==> src/rtl/mem_arbiter_pkg.sv <==
// Shared types for the fetch/data RAM arbiter: access sizes, FSM states, grant owner
// and the captured data-request context.
package mem_arbiter_pkg;

   localparam int unsigned DATA_W = 32;
   localparam int unsigned STRB_W = DATA_W / 8;

   typedef enum logic [1:0] {
      SIZE_BYTE     = 2'd0,
      SIZE_HALF     = 2'd1,
      SIZE_WORD     = 2'd2,
      SIZE_WORD_ALT = 2'd3
   } size_e;

   typedef enum logic [1:0] {
      IDLE   = 2'd0,
      IF_RSP = 2'd1,
      D_RSP  = 2'd2
   } state_e;

   typedef enum logic {
      GRANT_FETCH = 1'b0,
      GRANT_DATA  = 1'b1
   } grant_e;

   // Data-side request fields that must survive into the response cycle
   typedef struct packed {
      logic       we;
      size_e      size;
      logic       is_unsigned;
      logic [1:0] addr_lo;
      logic       err;
   } d_ctx_t;

   function automatic logic misaligned(input size_e size, input logic [1:0] addr_lo);
      logic mis;
      case (size)
         SIZE_BYTE: mis = 1'b0;
         SIZE_HALF: mis = addr_lo[0];
         default:   mis = (addr_lo != 2'b00);
      endcase
      return mis;
   endfunction

endpackage

==> src/rtl/mem_arbiter_lsu_align.sv <==
// Byte-lane alignment: store strobes/replication on the request side, lane
// extraction and sign/zero extension on the load-response side.
module lsu_align
   import mem_arbiter_pkg::*;
(
   input  size_e              st_size,
   input  logic [1:0]         st_addr_lo,
   input  logic [DATA_W-1:0]  st_wdata,
   output logic [STRB_W-1:0]  st_strobe,
   output logic [DATA_W-1:0]  st_data,
   input  size_e              ld_size,
   input  logic [1:0]         ld_addr_lo,
   input  logic               ld_unsigned,
   input  logic [DATA_W-1:0]  ld_rdata,
   output logic [DATA_W-1:0]  ld_data
);

   logic [DATA_W-1:0] byte_sh;
   logic [DATA_W-1:0] half_sh;

   always_comb begin : store_lanes
      st_strobe = 4'b1111;
      st_data   = st_wdata;
      case (st_size)
         SIZE_BYTE: begin
            st_strobe = 4'b0001 << st_addr_lo;
            st_data   = {4{st_wdata[7:0]}};
         end
         SIZE_HALF: begin
            st_strobe = 4'b0011 << {st_addr_lo[1], 1'b0};
            st_data   = {2{st_wdata[15:0]}};
         end
         default: ;
      endcase
   end

   // Shift the addressed lane down to bit 0; words are taken as-is (aligned down)
   always_comb begin : load_lanes
      byte_sh = ld_rdata >> {ld_addr_lo, 3'b000};
      half_sh = ld_rdata >> {ld_addr_lo[1], 4'b0000};
      case (ld_size)
         SIZE_BYTE: ld_data = ld_unsigned ? {24'd0, byte_sh[7:0]}
                                          : {{24{byte_sh[7]}}, byte_sh[7:0]};
         SIZE_HALF: ld_data = ld_unsigned ? {16'd0, half_sh[15:0]}
                                          : {{16{half_sh[15]}}, half_sh[15:0]};
         default:   ld_data = ld_rdata;
      endcase
   end

endmodule

==> src/rtl/mem_arbiter.sv <==
// Round-robin arbiter sharing one single-port-per-direction RAM between instruction
// fetch and load/store; one access per two cycles. Optional macro: MISALIGN_TRAP_EN.
module mem_arbiter
   import mem_arbiter_pkg::*;
#(
   parameter int unsigned ADDR_WIDTH = 10
) (
   input  logic                  clk,
   input  logic                  rst,
   input  logic                  if_req_valid,
   output logic                  if_req_ready,
   input  logic [31:0]           if_req_addr,
   output logic                  if_rsp_valid,
   output logic [31:0]           if_rsp_data,
   input  logic                  d_req_valid,
   output logic                  d_req_ready,
   input  logic                  d_req_we,
   input  logic [1:0]            d_req_size,
   input  logic                  d_req_unsigned,
   input  logic [31:0]           d_req_addr,
   input  logic [31:0]           d_req_wdata,
   output logic                  d_rsp_valid,
   output logic [31:0]           d_rsp_rdata,
   output logic                  d_rsp_err,
   output logic                  ram_clk_en,
   output logic                  ram_read_enable,
   output logic [ADDR_WIDTH:0]   ram_read_addr,
   input  logic [31:0]           ram_read_data,
   output logic [3:0]            ram_write_enable,
   output logic [ADDR_WIDTH:0]   ram_write_addr,
   output logic [31:0]           ram_write_data
);

   state_e  state_q, state_d;
   grant_e  last_grant_q, last_grant_d;
   d_ctx_t  ctx_q, ctx_d;

   logic                grant_if;
   logic                grant_d;
   logic                trap_c;
   logic [ADDR_WIDTH:0] if_word;
   logic [ADDR_WIDTH:0] d_word;
   logic [3:0]          st_strobe;
   logic [31:0]         st_data;
   logic [31:0]         ld_data;
   logic                unused_bits;

   assign ram_clk_en = 1'b1;
   assign if_word    = if_req_addr[ADDR_WIDTH+2:2];
   assign d_word     = d_req_addr[ADDR_WIDTH+2:2];

   assign unused_bits = &{1'b0, if_req_addr[1:0],
                          if_req_addr[31:ADDR_WIDTH+3], d_req_addr[31:ADDR_WIDTH+3]};

`ifdef MISALIGN_TRAP_EN
   assign trap_c = misaligned(size_e'(d_req_size), d_req_addr[1:0]);
`else
   assign trap_c = 1'b0;
`endif

   lsu_align u_align (
      .st_size     (size_e'(d_req_size)),
      .st_addr_lo  (d_req_addr[1:0]),
      .st_wdata    (d_req_wdata),
      .st_strobe   (st_strobe),
      .st_data     (st_data),
      .ld_size     (ctx_q.size),
      .ld_addr_lo  (ctx_q.addr_lo),
      .ld_unsigned (ctx_q.is_unsigned),
      .ld_rdata    (ram_read_data),
      .ld_data     (ld_data)
   );

   always_ff @(posedge clk) begin : state_reg
      if (!rst) begin
         state_q      <= IDLE;
         last_grant_q <= GRANT_DATA;
         ctx_q        <= '0;
      end else begin
         state_q      <= state_d;
         last_grant_q <= last_grant_d;
         ctx_q        <= ctx_d;
      end
   end

   // Grant, RAM drive and next-state; nothing is granted while reset is held
   always_comb begin : next_state
      state_d          = state_q;
      last_grant_d     = last_grant_q;
      ctx_d            = ctx_q;
      grant_if         = 1'b0;
      grant_d          = 1'b0;
      if_req_ready     = 1'b0;
      d_req_ready      = 1'b0;
      ram_read_enable  = 1'b0;
      ram_read_addr    = '0;
      ram_write_enable = 4'b0000;
      ram_write_addr   = '0;
      ram_write_data   = '0;

      case (state_q)
         IDLE: begin
            if (rst) begin
               if (if_req_valid && (!d_req_valid || last_grant_q == GRANT_DATA)) begin
                  grant_if = 1'b1;
               end else if (d_req_valid) begin
                  grant_d = 1'b1;
               end
            end
         end
         IF_RSP:  state_d = IDLE;
         D_RSP:   state_d = IDLE;
         default: state_d = IDLE;
      endcase

      if (grant_if) begin
         if_req_ready    = 1'b1;
         ram_read_enable = 1'b1;
         ram_read_addr   = if_word;
         state_d         = IF_RSP;
         last_grant_d    = GRANT_FETCH;
      end

      if (grant_d) begin
         d_req_ready       = 1'b1;
         ctx_d.we          = d_req_we;
         ctx_d.size        = size_e'(d_req_size);
         ctx_d.is_unsigned = d_req_unsigned;
         ctx_d.addr_lo     = d_req_addr[1:0];
         ctx_d.err         = trap_c;
         state_d           = D_RSP;
         last_grant_d      = GRANT_DATA;
         if (!trap_c) begin
            ram_read_addr  = d_word;
            ram_write_addr = d_word;
            if (d_req_we) begin
               ram_write_enable = st_strobe;
               ram_write_data   = st_data;
            end else begin
               ram_read_enable = 1'b1;
            end
         end
      end
   end

   // Response strobes follow the state but drop as soon as reset is applied
   assign if_rsp_valid = rst && (state_q == IF_RSP);
   assign d_rsp_valid  = rst && (state_q == D_RSP);
   assign if_rsp_data  = if_rsp_valid ? ram_read_data : 32'd0;
   assign d_rsp_rdata  = (d_rsp_valid && !ctx_q.we && !ctx_q.err) ? ld_data : 32'd0;

`ifdef MISALIGN_TRAP_EN
   assign d_rsp_err = d_rsp_valid && ctx_q.err;
`else
   assign d_rsp_err = 1'b0;
`endif

endmodule
==> config.mk <==
export PLATFORM = sky130hd
export DESIGN_NAME = mem_arbiter
export DESIGN_NICKNAME = d
export VERILOG_FILES = /design/src/rtl/mem_arbiter_pkg.sv /design/src/rtl/mem_arbiter_lsu_align.sv /design/src/rtl/mem_arbiter.sv
export SDC_FILE = /design/constraint.sdc
export NUM_CORES = 1
export LEC_CHECK = 0
export ABC_CLOCK_PERIOD_IN_PS = 2150
export CAP_MARGIN = 20
export CORE_AREA = 2 2 103 105
export CTS_CLUSTER_SIZE = 40
export DETAILED_ROUTE_END_ITERATION = 10
export DIE_AREA = 0 0 105 107
export GPL_ROUTABILITY_DRIVEN = 0
export HOLD_SLACK_MARGIN = 0.03
export PLACE_DENSITY = 0.77
export SLEW_MARGIN = 30
export SYNTH_ARGS = -nofsm -noshare
export SYNTH_HDL_FRONTEND = slang
export SYNTH_SLANG_ARGS = --single-unit
==> constraint.sdc <==
create_clock -name clk -period 2.15 [get_ports clk]
set_clock_uncertainty 0.15 [all_clocks]
set_input_delay 0.3225 -clock clk [delete_from_list [all_inputs] [get_ports clk]]
set_output_delay 0.3225 -clock clk [all_outputs]
set_load 0.005 [all_outputs]
==> reports/results.tsv <==
metric	value	unit
switching power	433	uW
DRT Wirelength	14100	um
Core Region	10100	um^2
Hold Path Class	input pin to flop	
Worst path max stage delay	0.39	ns
die area	11200	um^2
power density cells	221	nW/um^2
Flop pwr share	0.149	
Area contributors post-synth	and2_1 (13%), nand2_1 (11%), dfxtp_1 (8.8%), mux2i_1 (7.8%), nor2_1 (6.4%)	
number of fill cells	894	
post-synth top area cell	and2_1	
# DRC	0	
hold path start	rst	
RSZ-0062 raised after global routing	yes	
Period minus WS final	2.44	ns
failing checks	setup timing	
CP max FO	6	
via count	3795	
status	finished, violations left	
critical path depth in cells	8	
Critical Path AT	1.97	ns
CTS Hold Bufs	0	
Diodes inserted	0	
global-route wire length before repair	19300	um
Top delay family on crit path	buffers and inverters	
cell depth of the worst hold path	3	
RR Endpoint	ctx_q[5]	
Net Count, Synth	464	
IO Count	265	
vias per std cell	4.93	
worst path required time	1.68	ns
hold path endpoint	last_grant_q	
Mapped Avg Cell Area	6.24	um^2
Chip Width	105	um
Skew-Pair Late Insertion Delay	0.23	ns
internal power	801	uW
Leak	0.00294	uW
final-report hold violation count	0	
clock sinks	9	
gr usage total	0.217	
R2R Path Start	state_q[0]	
Final WS setup	-0.290	ns
Reg2Reg Depth	8	
htree depth	1	
Clock Tree Buf Depth	2	
share of layout cells above drive strength 1	0.437	
final-report setup violation count	29	
switching portion of total power	0.351	
initial core utilization	0.203	
sequential share of the synthesized area	0.0880	
Setup crit end kind	output pin	
fin crit share	1.13	
Routed Antenna Nets	0	
CTS tree	built	
Initial DRC Count	192	
chip height	107	um
Clock Tree Root	clkbuf_8	
Wirelength per Cell	18.3	um
FF/Latch Area	191	um^2
Nets	771	
CP bufs+invs	4	
Reg2Reg Setup Slack	0.60	ns
TritonRoute pass-1 iters	6	
Yosys top cell area share	0.131	
commonest non-fill, non-tap cells in the layout	clkdlybuf4s50_1 (82), buf_4 (67), dlygate4sd2_1 (52), nand2_1 (51), buf_2 (49)	
Gate power share	0.691	
VDD IR max	0.104	mV
CP Cell Sequence	mux2_4 -> a22o_4 -> buf_12 -> a21oi_4 -> buf_6 -> buf_4 -> a221oi_2 -> buf_2	
area grow syn2layout	173	%
Remaining Overflow, GRT	0	
Num CTS Buffers	3	
IO Port Bufs	222	
largest net degree at the start of global routing	26	
Clk pwr share	0.160	
Worst setup SP type	flop	
critical path class	flop to output pin	
most common cell after layout, fill and taps aside	clkdlybuf4s50_1	
Syn Inst Count	328	
setup TNS	-5.85	ns
Max-Cap Viols	0	
slowest CP cell	dfxtp_4	
Post-Syn Area	2050	um^2
Post-DP HPWL	9590	um
flip-flop and latch count after synthesis	9	
dpl ws	-0.649	ns
Fmax	410	MHz
Worst-path clk slew	0.04	ns
area of the multi-input gates	2030	um^2
# rows	37	
vias in the first global route	3768	
Ys Warns	0	
post-synth cell types	39	
initial antenna violation count	0	
Pins Over Slew Limit	0	
Yosys cell counts:
cell type / count
nor2_1: 35
nor3_2: 1
buf_1: 3
a21boi_1: 4
inv_1: 16
o21bai_1: 1
nor2_2: 1
o21ai_4: 1
a21oi_1: 21
buf_4: 2
nor3_1: 1
a221oi_1: 9
o22ai_1: 1
buf_2: 9
and3b_1: 2
buf_6: 2
nand4bb_1: 1
and3_1: 11
o21ai_0: 17
nand3_1: 1
nor3b_2: 2
nand2b_1: 1
dfxtp_1: 9
conb_1: 2
nand3_2: 1
and2_1: 43
mux2_4: 1
o211ai_1: 1
nand2_2: 10
mux2i_1: 16
nand2_1: 59
a21o_1: 11
a222oi_1: 7
a22o_4: 1
inv_2: 1
a21oi_4: 1
clkbuf_1: 13
a21boi_0: 2
mux2_2: 8
power groups by stage:
stage | Combinational, uW | Sequential, uW | Clock (uW)
finish | 853 | 184 | 198
global route | 899 | 184 | 208
CTS | 762 | 183 | 199
detailed placement | 699 | 186 | 0
global placement | 689 | 185 | 0
floorplan | 230 | 184 | 0
cells by family after synthesis:
| family | synth area share |
|---|---|
| multiplexers | 0.130 |
| buffers and inverters | 0.101 |
| flip-flops | 0.0880 |
| AO/OA/AOI/OAI | 0.263 |
| other | 0.00367 |
| AND/OR/NAND/NOR | 0.415 |
worst max path at each step:
| stage | startpoint | end | slack [ns] |
|---|---|---|---|
| 2_1_floorplan | ctx_q[2] | d_rsp_rdata[20] | 0.23 |
| 3_3_place_gp | ram_read_data[15] | d_rsp_rdata[9] | -0.58 |
| 3_5_place_dp | rst | ram_read_addr[8] | -0.65 |
| 4_1_cts | ctx_q[2] | d_rsp_rdata[19] | -0.28 |
| 5_1_grt | ctx_q[1] | d_rsp_rdata[9] | -0.32 |
| 6_report | ctx_q[2] | d_rsp_rdata[10] | -0.29 |
cell type report:
class / instances / share of cell area
well taps: 136 / 0.0305
inverters: 17 / 0.0119
flip-flops and latches: 9 / 0.0343
multi-input cells: 273 / 0.363
repair buffers: 331 / 0.552
clock buffers: 4 / 0.00807
sequential cells by signal, summed over array words and instances (netlist names):
signal,flops
last_grant_q,1
ctx_q,6
state_q,2
worst reg2reg max path, stage by stage (launching register included):
cell and delay [ns]:
dfxtp_4 0.35, nor3b_4 0.22, nand3_2 0.13, inv_4 0.10, buf_4 0.11, buf_6 0.08, buf_4 0.12, nand2_1 0.05
a21boi_0 0.15
routing by layer:
layer  vias up  GRT usage  part of all wire
li1       1727          -                 -
met2       274      0.449              0.55
met4         0      0.107             0.044
met1      1745      0.199              0.33
met5         -          0                 0
met3        49     0.0413             0.079
per-stage QoR:
stage | utilization | area, um^2 | hold WS [ns] | instances | total power [uW]
after CTS | 0.516 | 5210 | 0.309 | 762 | 1140
after detailed placement | 0.481 | 4860 | 0.323 | 725 | 884
final | 0.553 | 5580 | 0.325 | 770 | 1230
after global routing | 0.553 | 5580 | 0.338 | 770 | 1290
after global placement | 0.481 | 4860 | 0.298 | 725 | 874
after floorplan | - | 2050 | 0.289 | 328 | 414
repair_timing:
item | 4_1_cts | 5_1_grt
setup endpoints to repair | 126 | 88
setup buffers | 28 | 8
cloned | 5 | 4
pin swaps | 9 | 27
gates resized for setup | 378 | 137
Power figures use the tool's default switching activity.
